===== src/rtl/prog_count_ras.sv =====
// Program counter with a hardware return-address stack for instruction fetch.
// Ports: clk, rst_n, stall/ret/call/loadPC/relPC/incPC requests, altPC, offset,
//        ins_mem (registered PC), sp, stack_full, stack_empty, stack_err.
module prog_count_ras #(
  parameter int unsigned     AW         = 8,
  parameter int unsigned     DEPTH      = 4,
  parameter logic [AW-1:0]   RESET_ADDR = '0
) (
  input  logic                         clk,
  input  logic                         rst_n,
  input  logic                         stall,
  input  logic                         incPC,
  input  logic                         loadPC,
  input  logic                         relPC,
  input  logic                         call,
  input  logic                         ret,
  input  logic [AW-1:0]                altPC,
  input  logic [AW-1:0]                offset,
  output logic [AW-1:0]                ins_mem,
  output logic [$clog2(DEPTH+1)-1:0]   sp,
  output logic                         stack_full,
  output logic                         stack_empty,
  output logic                         stack_err
);

  localparam int unsigned SPW = $clog2(DEPTH+1);
  localparam int unsigned IW  = (DEPTH > 1) ? $clog2(DEPTH) : 1;

  logic [AW-1:0]  r_pc;
  logic [SPW-1:0] r_sp;
  logic           r_err;
  logic [AW-1:0]  r_stack [DEPTH];

  logic [AW-1:0]  w_pc_nx;
  logic [SPW-1:0] w_sp_nx;
  logic           w_err_nx;
  logic           w_push;
  logic [AW-1:0]  w_pc_inc;
  logic [SPW-1:0] w_spm1;
  logic [IW-1:0]  w_ridx;
  logic [IW-1:0]  w_widx;
  logic           w_full;
  logic           w_empty;

  assign w_full   = (r_sp == SPW'(DEPTH));
  assign w_empty  = (r_sp == '0);
  assign w_pc_inc = r_pc + AW'(1);
  assign w_spm1   = r_sp - SPW'(1);
  assign w_ridx   = IW'(w_spm1);
  assign w_widx   = IW'(r_sp);

  // Fixed priority: stall > ret > call > loadPC > relPC > incPC > hold.
  // Rejected ret/call leave PC and sp alone and only raise the error pulse.
  always_comb begin
    w_pc_nx  = r_pc;
    w_sp_nx  = r_sp;
    w_err_nx = 1'b0;
    w_push   = 1'b0;
    if (stall) begin
      w_pc_nx = r_pc;
    end else if (ret) begin
      if (w_empty) begin
        w_err_nx = 1'b1;
      end else begin
        w_pc_nx = r_stack[w_ridx];
        w_sp_nx = w_spm1;
      end
    end else if (call) begin
      if (w_full) begin
        w_err_nx = 1'b1;
      end else begin
        w_push  = 1'b1;
        w_pc_nx = altPC;
        w_sp_nx = r_sp + SPW'(1);
      end
    end else if (loadPC) begin
      w_pc_nx = altPC;
    end else if (relPC) begin
      w_pc_nx = r_pc + offset;
    end else if (incPC) begin
      w_pc_nx = w_pc_inc;
    end
  end

  always_ff @(posedge clk or negedge rst_n) begin
    if (!rst_n) begin
      r_pc  <= RESET_ADDR;
      r_sp  <= '0;
      r_err <= 1'b0;
    end else begin
      r_pc  <= w_pc_nx;
      r_sp  <= w_sp_nx;
      r_err <= w_err_nx;
    end
  end

  // Stack storage is never cleared; entries at or above sp are dead.
  always_ff @(posedge clk) begin
    if (rst_n && w_push) begin
      r_stack[w_widx] <= w_pc_inc;
    end
  end

  assign ins_mem     = r_pc;
  assign sp          = r_sp;
  assign stack_err   = r_err;
  assign stack_full  = w_full;
  assign stack_empty = w_empty;

endmodule


===== config.mk =====
export PLATFORM = sky130hd
export DESIGN_NAME = prog_count_ras
export DESIGN_NICKNAME = d
export VERILOG_FILES = /design/src/rtl/prog_count_ras.sv
export SDC_FILE = /design/constraint.sdc
export NUM_CORES = 1
export LEC_CHECK = 0
export ABC_CLOCK_PERIOD_IN_PS = 2580
export BUFFER_PORTS_ARGS = -buffer_cell sky130_fd_sc_hd__buf_2
export CORE_MARGIN = 10
export CORE_UTILIZATION = 40
export CTS_CLUSTER_DIAMETER = 50
export DETAILED_ROUTE_END_ITERATION = 16
export MAX_ROUTING_LAYER = met4
export PLACE_DENSITY_LB_ADDON = 0.1
export SLEW_MARGIN = 20
export SYNTH_ARGS = -nofsm -noshare
export SYNTH_HDL_FRONTEND = slang
export SYNTH_SLANG_ARGS = --single-unit

===== constraint.sdc =====
create_clock -name clk -period 2.58 [get_ports clk]
set_clock_uncertainty 0.05 [all_clocks]
set_input_delay 0.516 -clock clk [delete_from_list [all_inputs] [get_ports clk]]
set_output_delay 0.516 -clock clk [all_outputs]
set_load 0.02 [all_outputs]

==> results of run 1 <==
-- cell families after synthesis --
group / Yosys count
muxes: 14
adders and majority gates: 14
buffers and inverters: 19
AOI/OAI and AO/OA: 46
xor gates and xnor gates: 10
and+or+nand+nor: 62
DFF: 44
-- worst max path at each step --
stage | cells after the start | endpoint | slack [ps]
4_1_cts | 8 | ins_mem[6] | 380
6_report | 8 | ins_mem[6] | 390
5_1_grt | 8 | ins_mem[6] | 230
2_1_floorplan | 9 | ins_mem[7] | 120
3_3_place_gp | 9 | ins_mem[6] | 190
3_5_place_dp | 9 | ins_mem[6] | 150
-- layer usage --
layer / wire [um] / vias to the layer above
li1: - / 865
met1: 2720 / 859
met2: 2910 / 31
met3: 252 / 8
met4: 76 / 0
met5: 0 / -
-- flip-flops by register name (all words and copies together), names as in the netlist --
name,cells
r_stack,32
ins_mem,8
sp,3
stack_err,1
-- layout make-up --
class,instances,area (um^2)
fill,575,3120
sequential,44,1260
multi-input combinational,146,1150
timing repair buffer,44,238
tap,75,93.8
clock buffer,7,76.3
inverter,11,41.3
clock inverter,1,5.00
-- metrics by stage --
| step | instances | setup WS, ps | power (mW) | hold slack (ps) | instance area [um^2] |
|---|---|---|---|---|---|
| final | 328 | 393 | 2.99 | 152 | 2870 |
| after global routing | 328 | 234 | 3.22 | 159 | 2870 |
| after CTS | 328 | 379 | 3.03 | 163 | 2870 |
| after detailed placement | 320 | 150 | 2.60 | 487 | 2790 |
| after global placement | 320 | 192 | 2.60 | 491 | 2790 |
| after floorplan | 209 | 123 | 2.14 | 170 | 2500 |
-- power by group through the flow --
stage	Combinational, mW	Sequential (mW)	Clock (mW)
6_report	1.48	1.10	0.415
5_1_grt	1.65	1.12	0.458
4_1_cts	1.50	1.10	0.433
3_5_place_dp	1.49	1.11	0
3_3_place_gp	1.49	1.11	0
2_1_floorplan	0.927	1.21	0
-- cell usage in the layout, fill, tap and decap left out, types with 6 or more instances in the layout --
cell,instances
buf_2,37
edfxtp_1,32
nor2_1,19
ha_1,13
a21oi_1,12
dfrtp_1,12
inv_1,11
nand2_1,10
o21ai_0,8
mux4_2,8
buf_4,7
xnor2_1,6
nand3_1,6
==> summary.md, run 1 <==
| Metric | Value |
|---|---|
| Via count | 1763 |
| Initial antenna violation count | 0 |
| CP top delay family | adder cells |
| Final net count | 290 |
| RR Startpoint | ins_mem[0] |
| Met2 Usage GRT | 20.1% |
| Sink Count | 44 |
| # setup viols final | 0 |
| Cell count after synthesis | 209 |
| Sequential area share after synthesis | 50.4% |
| RSZ-0062 raised after global routing | no |
| Cell taking the most area after synthesis | edfxtp_1 |
| Worst-path maximum fanout | 3 |
| Slew at the pin with the worst max-slew slack | 561 ps |
| Synth Area in XOR/XNOR | 3.50% |
| Synth warnings | 0 |
| Clock tree buffer depth | 2 |
| Sw Ratio | 40.2% |
| Grt total ovfl | 0 |
| R2R setup slack | 390 ps |
| Via density per instance | 5.38 |
| CTS resizes | 0 |
| GR Layer Usage met1 | 15.1% |
| Row cnt | 28 |
| CTS tree | done |
| Largest net degree at the start of global routing | 19 |
| Leak Pwr | 1.15 nW |
| R2r endpoint | ins_mem[6] |
| Peak VDD IR | 0.376 mV |
| Die Area | 9820 um^2 |
| Relative slew slack | 62.4% |
| RePlAce Congestion | 0.819 |
| First-pass GRT wire length | 9740 um |
| Clk slew on worst S/H paths | 80 ps |
| Share of the synthesized area in the top cell type | 38.4% |
| DIE WIDTH | 99.1 um |
| Vias in the first global route | 1786 |
| Final core utilization | 47.9% |
| N_diodes | 0 |
| Setup Buffers After CTS | 0 |
| Critical path class | reg2reg |
| Max Cap Violations | 0 |
| Status | finished clean |
| Post-synth EDFFs | 32 |
| Slowest stage delay, CP | 390 ps |
| Adder-cell share of the synthesized area | 7.30% |
| Root buf cell | clkbuf_8 |
| DR iter-0 viols | 70 |
| R2R depth | 8 |
| Final Hold Fails | 0 |
| Worst Hold Class | in2async |
| Mapped Avg Cell Area | 12.0 um^2 |
| CP max-delay cell | fa_1 |
| Routed len/inst | 18.1 um |
| Crit path DAT | 2320 ps |
| P per Cell Area | 1040 nW/um^2 |
| Post-synth top cells | edfxtp_1, nor2_1, ha_1 |
| Logic pwr share | 49.5% |
| Simple-Gate Fraction of Synth Area | 12.5% |
| H-Tree Level Count | 2 |
| Cell-by-cell listing of the critical path | ha_1 > inv_1 > fa_1 > nor2b_1 > nor3_1 > o21ai_0 > mux2_2 > a211o_1 |
| CTS buffer count | 5 |
| Worst Setup SP | ins_mem[0] |
| Syn Nets | 247 |
| Layout area overhead | 14.8% |
| Most frequent cell after synthesis | edfxtp_1 |
| Area contributors post-synth | edfxtp_1, dfrtp_1, mux4_2 |
| Sequential Power Share | 36.6% |
| Synth Area in Compound Gates | 13.3% |
| FMAX | 457 MHz |
| Total Neg Setup Slack | 0 ps |
| IO buf count | 37 |
| Number of synthesized register bits | 44 |
| Post-synthesis cell area | 2500 um^2 |
| CP Buf/Inv Count | 1 |
| Crit path required time | 2710 ps |
| Largest family of logic cells by synthesized area | compound AO/OA/AOI/OAI gates |
| WL final | 5950 um |
| Share of layout cells above drive strength 1 | 25.7% |
| Mux share of post-synthesis cell area | 9.65% |
| Pins over their slew limit | 0 |
| Detailed Place HPWL | 4420 um |
| M3 GR Usage | 3.14% |
| Number of distinct library cells after synthesis | 49 |
| ANT nets after route | 0 |
| Gr busiest metal | met2 |
| First-pass iteration count of the detailed router | 4 |
| # hold bufs at CTS | 0 |
| Core area | 5990 um^2 |
| Starting density of the core | 41.8% |
| Final Critical Period | 2190 ps |
| Period utilisation layout | 84.8% |
| Psw | 1.20 mW |
| Clk network pwr share | 13.9% |
| Crit. End Element | flop |
| Synth Flop Type | edfxtp_1 |
| Remaining DRCs | 0 |
| Overall Global Routing Usage | 12.5% |
| I/O Pins | 38 |
| P_int | 1.79 mW |
| Die height | 99.1 um |
| Async SR Flop Fraction | 27.3% |
| Setup crit start kind | flop |
| Clk_lat worst skew | 290 ps |
Note: power is estimated with default switching activity, not from simulation.
==> inputs of run 2 (changes only) <==
--- a/config.mk
+++ b/config.mk
@@ -5,7 +5,7 @@
 export SDC_FILE = /design/constraint.sdc
 export NUM_CORES = 1
 export LEC_CHECK = 0
-export ABC_CLOCK_PERIOD_IN_PS = 2580
+export ABC_CLOCK_PERIOD_IN_PS = 1890
 export BUFFER_PORTS_ARGS = -buffer_cell sky130_fd_sc_hd__buf_2
 export CORE_MARGIN = 10
 export CORE_UTILIZATION = 40
==> constraint.sdc (replaced) <==
create_clock -name clk -period 1.89 [get_ports clk]
set_clock_uncertainty 0.05 [all_clocks]
set_input_delay 0.378 -clock clk [delete_from_list [all_inputs] [get_ports clk]]
set_output_delay 0.378 -clock clk [all_outputs]
set_load 0.02 [all_outputs]
==> run 2 against run 1 <==
  * The flow now finishes with violations (setup timing)
  * Flip-flop and latch count did not move
  * Utilization rose by 6.2 points
  * Critical path depth did not move
  * Hold slack got worse by 150 ps
  * Combinational power rose by 75%
  * Final area rose by 13%
  * Register-to-register slack got worse by 490 ps
  * Sequential share of layout area fell by 5.0 points
  * Critical endpoint unchanged
  * Largest cell class unchanged
==> summary.md, run 2 (synthesis results as in run 1) <==
| Metric | Value |
|---|---|
| Status | finished, violations left (was finished clean) |
| Violated checks | setup timing |
| DIE WIDTH | 99.1 um (unchanged) |
| Final Hold Fails | 0 (unchanged) |
| Relative slew slack | 65.2% (was 62.4%) |
| DR iter-0 viols | 64 (was 70) |
| WL final | 6100 um (was 5950 um) |
| Worst Hold Class | in2async (unchanged) |
| Max Cap Violations | 0 (unchanged) |
| Setup Buffers After CTS | 0 (unchanged) |
| Total Neg Setup Slack | -99.9 ps (was 0 ps) |
| Leak Pwr | 1.34 nW (was 1.15 nW) |
| Pins over their slew limit | 0 (unchanged) |
| Setup crit start kind | flop (unchanged) |
| Clk_lat worst skew | 290 ps (about the same) |
| GR Layer Usage met1 | 15.8% (was 15.1%) |
| Routed len/inst | 16.9 um (was 18.1 um) |
| R2R setup slack | -100 ps (was 390 ps) |
| First-pass GRT wire length | 10100 um (was 9740 um) |
| Remaining DRCs | 0 (unchanged) |
| I/O Pins | 38 (unchanged) |
| Row cnt | 28 (unchanged) |
| Clock tree buffer depth | 2 (unchanged) |
| H-Tree Level Count | 2 (unchanged) |
| Die Area | 9820 um^2 (unchanged) |
| Crit path required time | 2030 ps (was 2710 ps) |
| Pre-CTS WS | -261 ps (was 150 ps) |
| ANT nets after route | 0 (unchanged) |
| Period utilisation layout | 105% (was 84.8%) |
| Vias in the first global route | 2007 (was 1786) |
| Crit path DAT | 2130 ps (was 2320 ps) |
| Clk slew on worst S/H paths | 90 ps (was 80 ps) |
| Final Critical Period | 1990 ps (was 2190 ps) |
| Final core utilization | 54.2% (was 47.9%) |
| RSZ-0062 raised after global routing | yes (was no) |
| Via count | 1898 (was 1763) |
| R2r endpoint | ins_mem[6] (unchanged) |
| IO buf count | 37 (unchanged) |
| Most frequent cells in the layout | buf_4, buf_2, edfxtp_1 (was buf_2, edfxtp_1, nor2_1) |
| CTS tree | done (unchanged) |
| Detailed Place HPWL | 4790 um (was 4420 um) |
| CP Buf/Inv Count | 1 (unchanged) |
| CTS buffer count | 5 (unchanged) |
| RePlAce Congestion | 0.835 (was 0.819) |
| Peak VDD IR | 0.766 mV (was 0.376 mV) |
| Slowest stage delay, CP | 390 ps (about the same) |
| # setup viols final | 1 (was 0) |
| Final net count | 323 (was 290) |
| Overall Global Routing Usage | 13.0% (was 12.5%) |
| N_diodes | 0 (unchanged) |
| CP top delay family | adder cells (unchanged) |
| Via density per instance | 5.26 (was 5.38) |
| FMAX | 503 MHz (was 457 MHz) |
| RR Startpoint | ins_mem[0] (unchanged) |
| Share of layout cells above drive strength 1 | 41.3% (was 25.7%) |
| Critical path class | reg2reg (unchanged) |
| Setup WS post-layout | -99.9 ps (was 393 ps) |
| P per Cell Area | 1450 nW/um^2 (was 1040 nW/um^2) |
| Met2 Usage GRT | 21.2% (was 20.1%) |
| Starting density of the core | 41.8% (unchanged) |
| M3 GR Usage | 2.93% (was 3.14%) |
| Top reg by flops | r_stack (unchanged) |
| Core area | 5990 um^2 (unchanged) |
| Root buf cell | clkbuf_8 (unchanged) |
| R2R depth | 8 (unchanged) |
| Cell-by-cell listing of the critical path | ha_4 > inv_2 > fa_2 > nor2b_4 > nor3_2 > o21ai_2 > mux2_4 > a211o_1 (was ha_1 > inv_1 > fa_1 > nor2b_1 > nor3_1 > o21ai_0 > mux2_2 > a211o_1) |
| Layout area overhead | 29.7% (was 14.8%) |
| Sink Count | 44 (unchanged) |
| Gr busiest metal | met2 (unchanged) |
| CP max-delay cell | dfrtp_2 (was fa_1) |
| Die height | 99.1 um (unchanged) |
| First-pass iteration count of the detailed router | 4 (unchanged) |
| Largest net degree at the start of global routing | 17 (was 19) |
| Slew at the pin with the worst max-slew slack | 520 ps (was 561 ps) |
| Worst-path maximum fanout | 2 (was 3) |
| # hold bufs at CTS | 0 (unchanged) |
| Max reg flops | 32 (unchanged) |
| Crit. End Element | flop (unchanged) |
| Final hold slack | 0.0207 ps (was 152 ps) |
| Worst Setup SP | ins_mem[0] (unchanged) |
| Commonest non-fill, non-tap cell in the layout | buf_4 (was buf_2) |
| Grt total ovfl | 0 (unchanged) |
| Initial antenna violation count | 0 (unchanged) |
## run 2: report_power, final
| part | internal, mW | total, mW | switching [mW] |
|---|---|---|---|
| registers | 1.33 | 1.48 | 0.150 |
| clock network | 0.270 | 0.623 | 0.353 |
| logic | 1.25 | 2.59 | 1.34 |
| total | 2.86 | 4.70 | 1.84 |
## run 2: metal layers
metal,vias up,wire length (um)
li1,936,-
met1,927,2820
met2,31,2990
met3,4,235
met4,0,53
met5,-,0
## run 2: layout make-up
cell class / instances / area [um^2]
clock buffer: 5 / 68.8
clock inverter: 3 / 25.0
fill: 555 / 2750
inverter: 11 / 46.3
multi-input combinational: 146 / 1230
sequential: 44 / 1260
tap: 75 / 93.8
timing repair buffer: 77 / 510
## run 2: how the worst max path moves through the flow
stage / cells past startpoint / end / slack, ps
finish: 8 / ins_mem[6] / -100
global route: 8 / ins_mem[6] / -190
CTS: 8 / ins_mem[6] / -150
detailed placement: 9 / ins_mem[6] / -260
global placement: 9 / ins_mem[6] / -220
floorplan: 8 / ins_mem[6] / -200
## run 2: timing repair
action | 4_1_cts | 5_1_grt
setup endpoints to repair | 1 | 6
hold endpoints to repair | 0 | 0
resized for setup | 2 | 11
pin swaps | 1 | 9
## run 2: worst register-to-register path: stages, from the launching register on
cell	delay, ps
dfrtp_2	390
ha_4	130
inv_2	30
fa_2	380
nor2b_4	140
nor3_2	50
o21ai_2	150
mux2_4	320
a211o_1	250
## run 2: through the flow
stage	instance area, um^2	power [mW]	std cells
2_1_floorplan	2560	3.05	209
3_3_place_gp	3100	4.00	353
3_5_place_dp	3100	4.03	353
4_1_cts	3200	4.67	361
5_1_grt	3240	5.06	361
6_report	3240	4.70	361
==> inputs of run 3 (changes only) <==
--- a/config.mk
+++ b/config.mk
@@ -7,6 +7,7 @@
 export LEC_CHECK = 0
 export ABC_CLOCK_PERIOD_IN_PS = 1890
 export BUFFER_PORTS_ARGS = -buffer_cell sky130_fd_sc_hd__buf_2
+export CORE_ASPECT_RATIO = 1.5
 export CORE_MARGIN = 10
 export CORE_UTILIZATION = 40
 export CTS_CLUSTER_DIAMETER = 50
==> run 3 against run 2 <==
  * The flow still finishes with violations (setup timing)
  * Sequential power hardly changed
  * Flip-flop and latch count stayed put
  * Critical path depth stayed put
  * Global-route usage is 0.63 points higher
  * Sequential share of layout area is 0.80 points lower
  * Final area is 2.1% higher
  * Total power is 3.8% higher
  * First-iteration DRC count is 45% higher
  * Hold slack better by 9.4 ps
  * Combinational power is 3% higher
  * Non-clock buffer count is 2 higher
  * Final cell count is 0.28% higher
  * Highest routed layer unchanged
==> summary.md, run 3 (synthesis results as in run 1) <==
| Metric | Value |
|---|---|
| Status | finished, violations left (unchanged) |
| I/O Pins | 38 (unchanged) |
| DIE WIDTH | 84.6 um (was 99.1 um) |
| Crit. End Element | flop (unchanged) |
| DR iter-0 viols | 93 (was 64) |
| Critical path class | reg2reg (unchanged) |
| FMAX | 498 MHz (was 503 MHz) |
| Clock tree buffer depth | 2 (unchanged) |
| Final net count | 325 (was 323) |
| Max reg flops | 32 (unchanged) |
| Initial antenna violation count | 0 (unchanged) |
| Die height | 117 um (was 99.1 um) |
| Setup crit start kind | flop (unchanged) |
| Starting density of the core | 40.8% (was 41.8%) |
| Routed len/inst | 17.4 um (was 16.9 um) |
| N_diodes | 0 (unchanged) |
| R2R setup slack | -120 ps (was -100 ps) |
| Pins over their slew limit | 0 (unchanged) |
| Relative slew slack | 64.0% (was 65.2%) |
| Root buf cell | clkbuf_8 (unchanged) |
| Die Area | 9880 um^2 (was 9820 um^2) |
| Layout area overhead | 32.4% (was 29.7%) |
| Top reg by flops | r_stack (unchanged) |
| Remaining DRCs | 0 (unchanged) |
| # setup viols final | 2 (was 1) |
| Slew at the pin with the worst max-slew slack | 539 ps (was 520 ps) |
| Final Non-Filler Cells | 362 (was 361) |
| Sink Count | 44 (unchanged) |
| R2R depth | 8 (unchanged) |
| Via count | 1919 (was 1898) |
| Core area | 6130 um^2 (was 5990 um^2) |
| ANT nets after route | 0 (unchanged) |
| Final hold slack | 9.41 ps (was 0.0207 ps) |
| Row cnt | 35 (was 28) |
| Most frequent cells in the layout | buf_4, buf_2, edfxtp_1 (unchanged) |
| Leak Pwr | 1.36 nW (was 1.34 nW) |
| Largest net degree at the start of global routing | 18 (was 17) |
| RR Startpoint | ins_mem[0] (unchanged) |
| P per Cell Area | 1470 nW/um^2 (was 1450 nW/um^2) |
| Setup WS post-layout | -117 ps (was -99.9 ps) |
| Grt total ovfl | 0 (unchanged) |
| Worst Hold Class | in2async (unchanged) |
| Overall Global Routing Usage | 13.6% (was 13.0%) |
| First-pass iteration count of the detailed router | 4 (unchanged) |
| R2r endpoint | ins_mem[6] (unchanged) |
| Commonest non-fill, non-tap cell in the layout | buf_4 (unchanged) |
| Clk slew on worst S/H paths | 80 ps (was 90 ps) |
| Vias in the first global route | 2077 (was 2007) |
| Via density per instance | 5.30 (was 5.26) |
| Placed Cells | 353 (unchanged) |
| CTS buffer count | 5 (unchanged) |
| Final Hold Fails | 0 (unchanged) |
| Final Critical Period | 2010 ps (was 1990 ps) |
| Period utilisation layout | 106% (was 105%) |
| WL final | 6300 um (was 6100 um) |
| Detailed Place HPWL | 4940 um (was 4790 um) |
| Peak VDD IR | 0.796 mV (was 0.766 mV) |
| IO buf count | 37 (unchanged) |
| Violated checks | setup timing (unchanged) |
| Clk_lat worst skew | 290 ps (about the same) |
| Crit path DAT | 2140 ps (was 2130 ps) |
| RePlAce Congestion | 0.857 (was 0.835) |
| RSZ-0062 raised after global routing | yes (unchanged) |
| Crit path required time | 2020 ps (was 2030 ps) |
| Worst-path maximum fanout | 2 (unchanged) |
| Max Cap Violations | 0 (unchanged) |
| CTS tree | done (unchanged) |
| Filler cells | 548 (was 555) |
| First-pass GRT wire length | 10600 um (was 10100 um) |
| H-Tree Level Count | 2 (unchanged) |
| Share of layout cells above drive strength 1 | 42.7% (was 41.3%) |
## run 3: worst max path at each step
| stage | from | to | depth (start not counted) | slack (ps) |
|---|---|---|---|---|
| after global routing | ins_mem[0] | ins_mem[6] | 8 | -190 |
| after CTS | ins_mem[0] | ins_mem[6] | 8 | -130 |
| after floorplan | ins_mem[0] | ins_mem[6] | 8 | -200 |
| after global placement | offset[0] | ins_mem[6] | 9 | -220 |
| final | ins_mem[0] | ins_mem[6] | 8 | -120 |
| after detailed placement | offset[0] | ins_mem[6] | 9 | -250 |
## run 3: metrics by stage
| step | utilization, % | instance area [um^2] | total power [mW] | worst slack, ps | setup TNS [ps] |
|---|---|---|---|---|---|
| final | 54.0 | 3310 | 4.88 | -117 | -129 |
| after global routing | 54.0 | 3310 | 5.25 | -186 | -397 |
| after CTS | 52.9 | 3240 | 4.81 | -126 | -126 |
| after detailed placement | 50.8 | 3120 | 4.05 | -248 | -610 |
| after global placement | 50.8 | 3120 | 4.02 | -216 | -607 |
| after floorplan | - | 2560 | 3.05 | -198 | -260 |
## run 3: what timing repair did
item | in CTS | in global routing
pin swaps | 1 | 12
endpoints found under the setup margin | 3 | 7
resized for setup | 4 | 11
hold buffers | 0 | 0
setup buffers | 0 | 1
## run 3: worst max-delay path: stages (launching register included)
cell	delay [ps]
dfrtp_2	400
ha_4	140
inv_2	30
fa_2	340
nor2b_2	150
nor3_1	60
o21ai_1	160
mux2_4	310
a211o_1	250
## run 3: layer usage
metal  track usage, %  wire length, um  vias to the layer above
met1             14.4             2550                      933
met3             2.77              254                        6
li1                 -                -                      942
met5                -                0                        -
met4             4.30               99                        0
met2             24.8             3400                       38
## run 3: power by group
| group | internal (mW) | switching (mW) |
|---|---|---|
| registers | 1.33 | 0.140 |
| logic | 1.31 | 1.37 |
| clock network | 0.398 | 0.329 |
## run 3: area by class of cell
| cell class | instances | area, um^2 | share of cell area (%) |
|---|---|---|---|
| clock buffers | 5 | 68.8 | 2.08 |
| well taps | 74 | 92.6 | 2.80 |
| clock inverters | 3 | 46.3 | 1.40 |
| inverters | 11 | 46.3 | 1.40 |
| repair buffers | 79 | 538 | 16.2 |
| multi-input cells | 146 | 1250 | 37.9 |
| flip-flops and latches | 44 | 1260 | 38.2 |
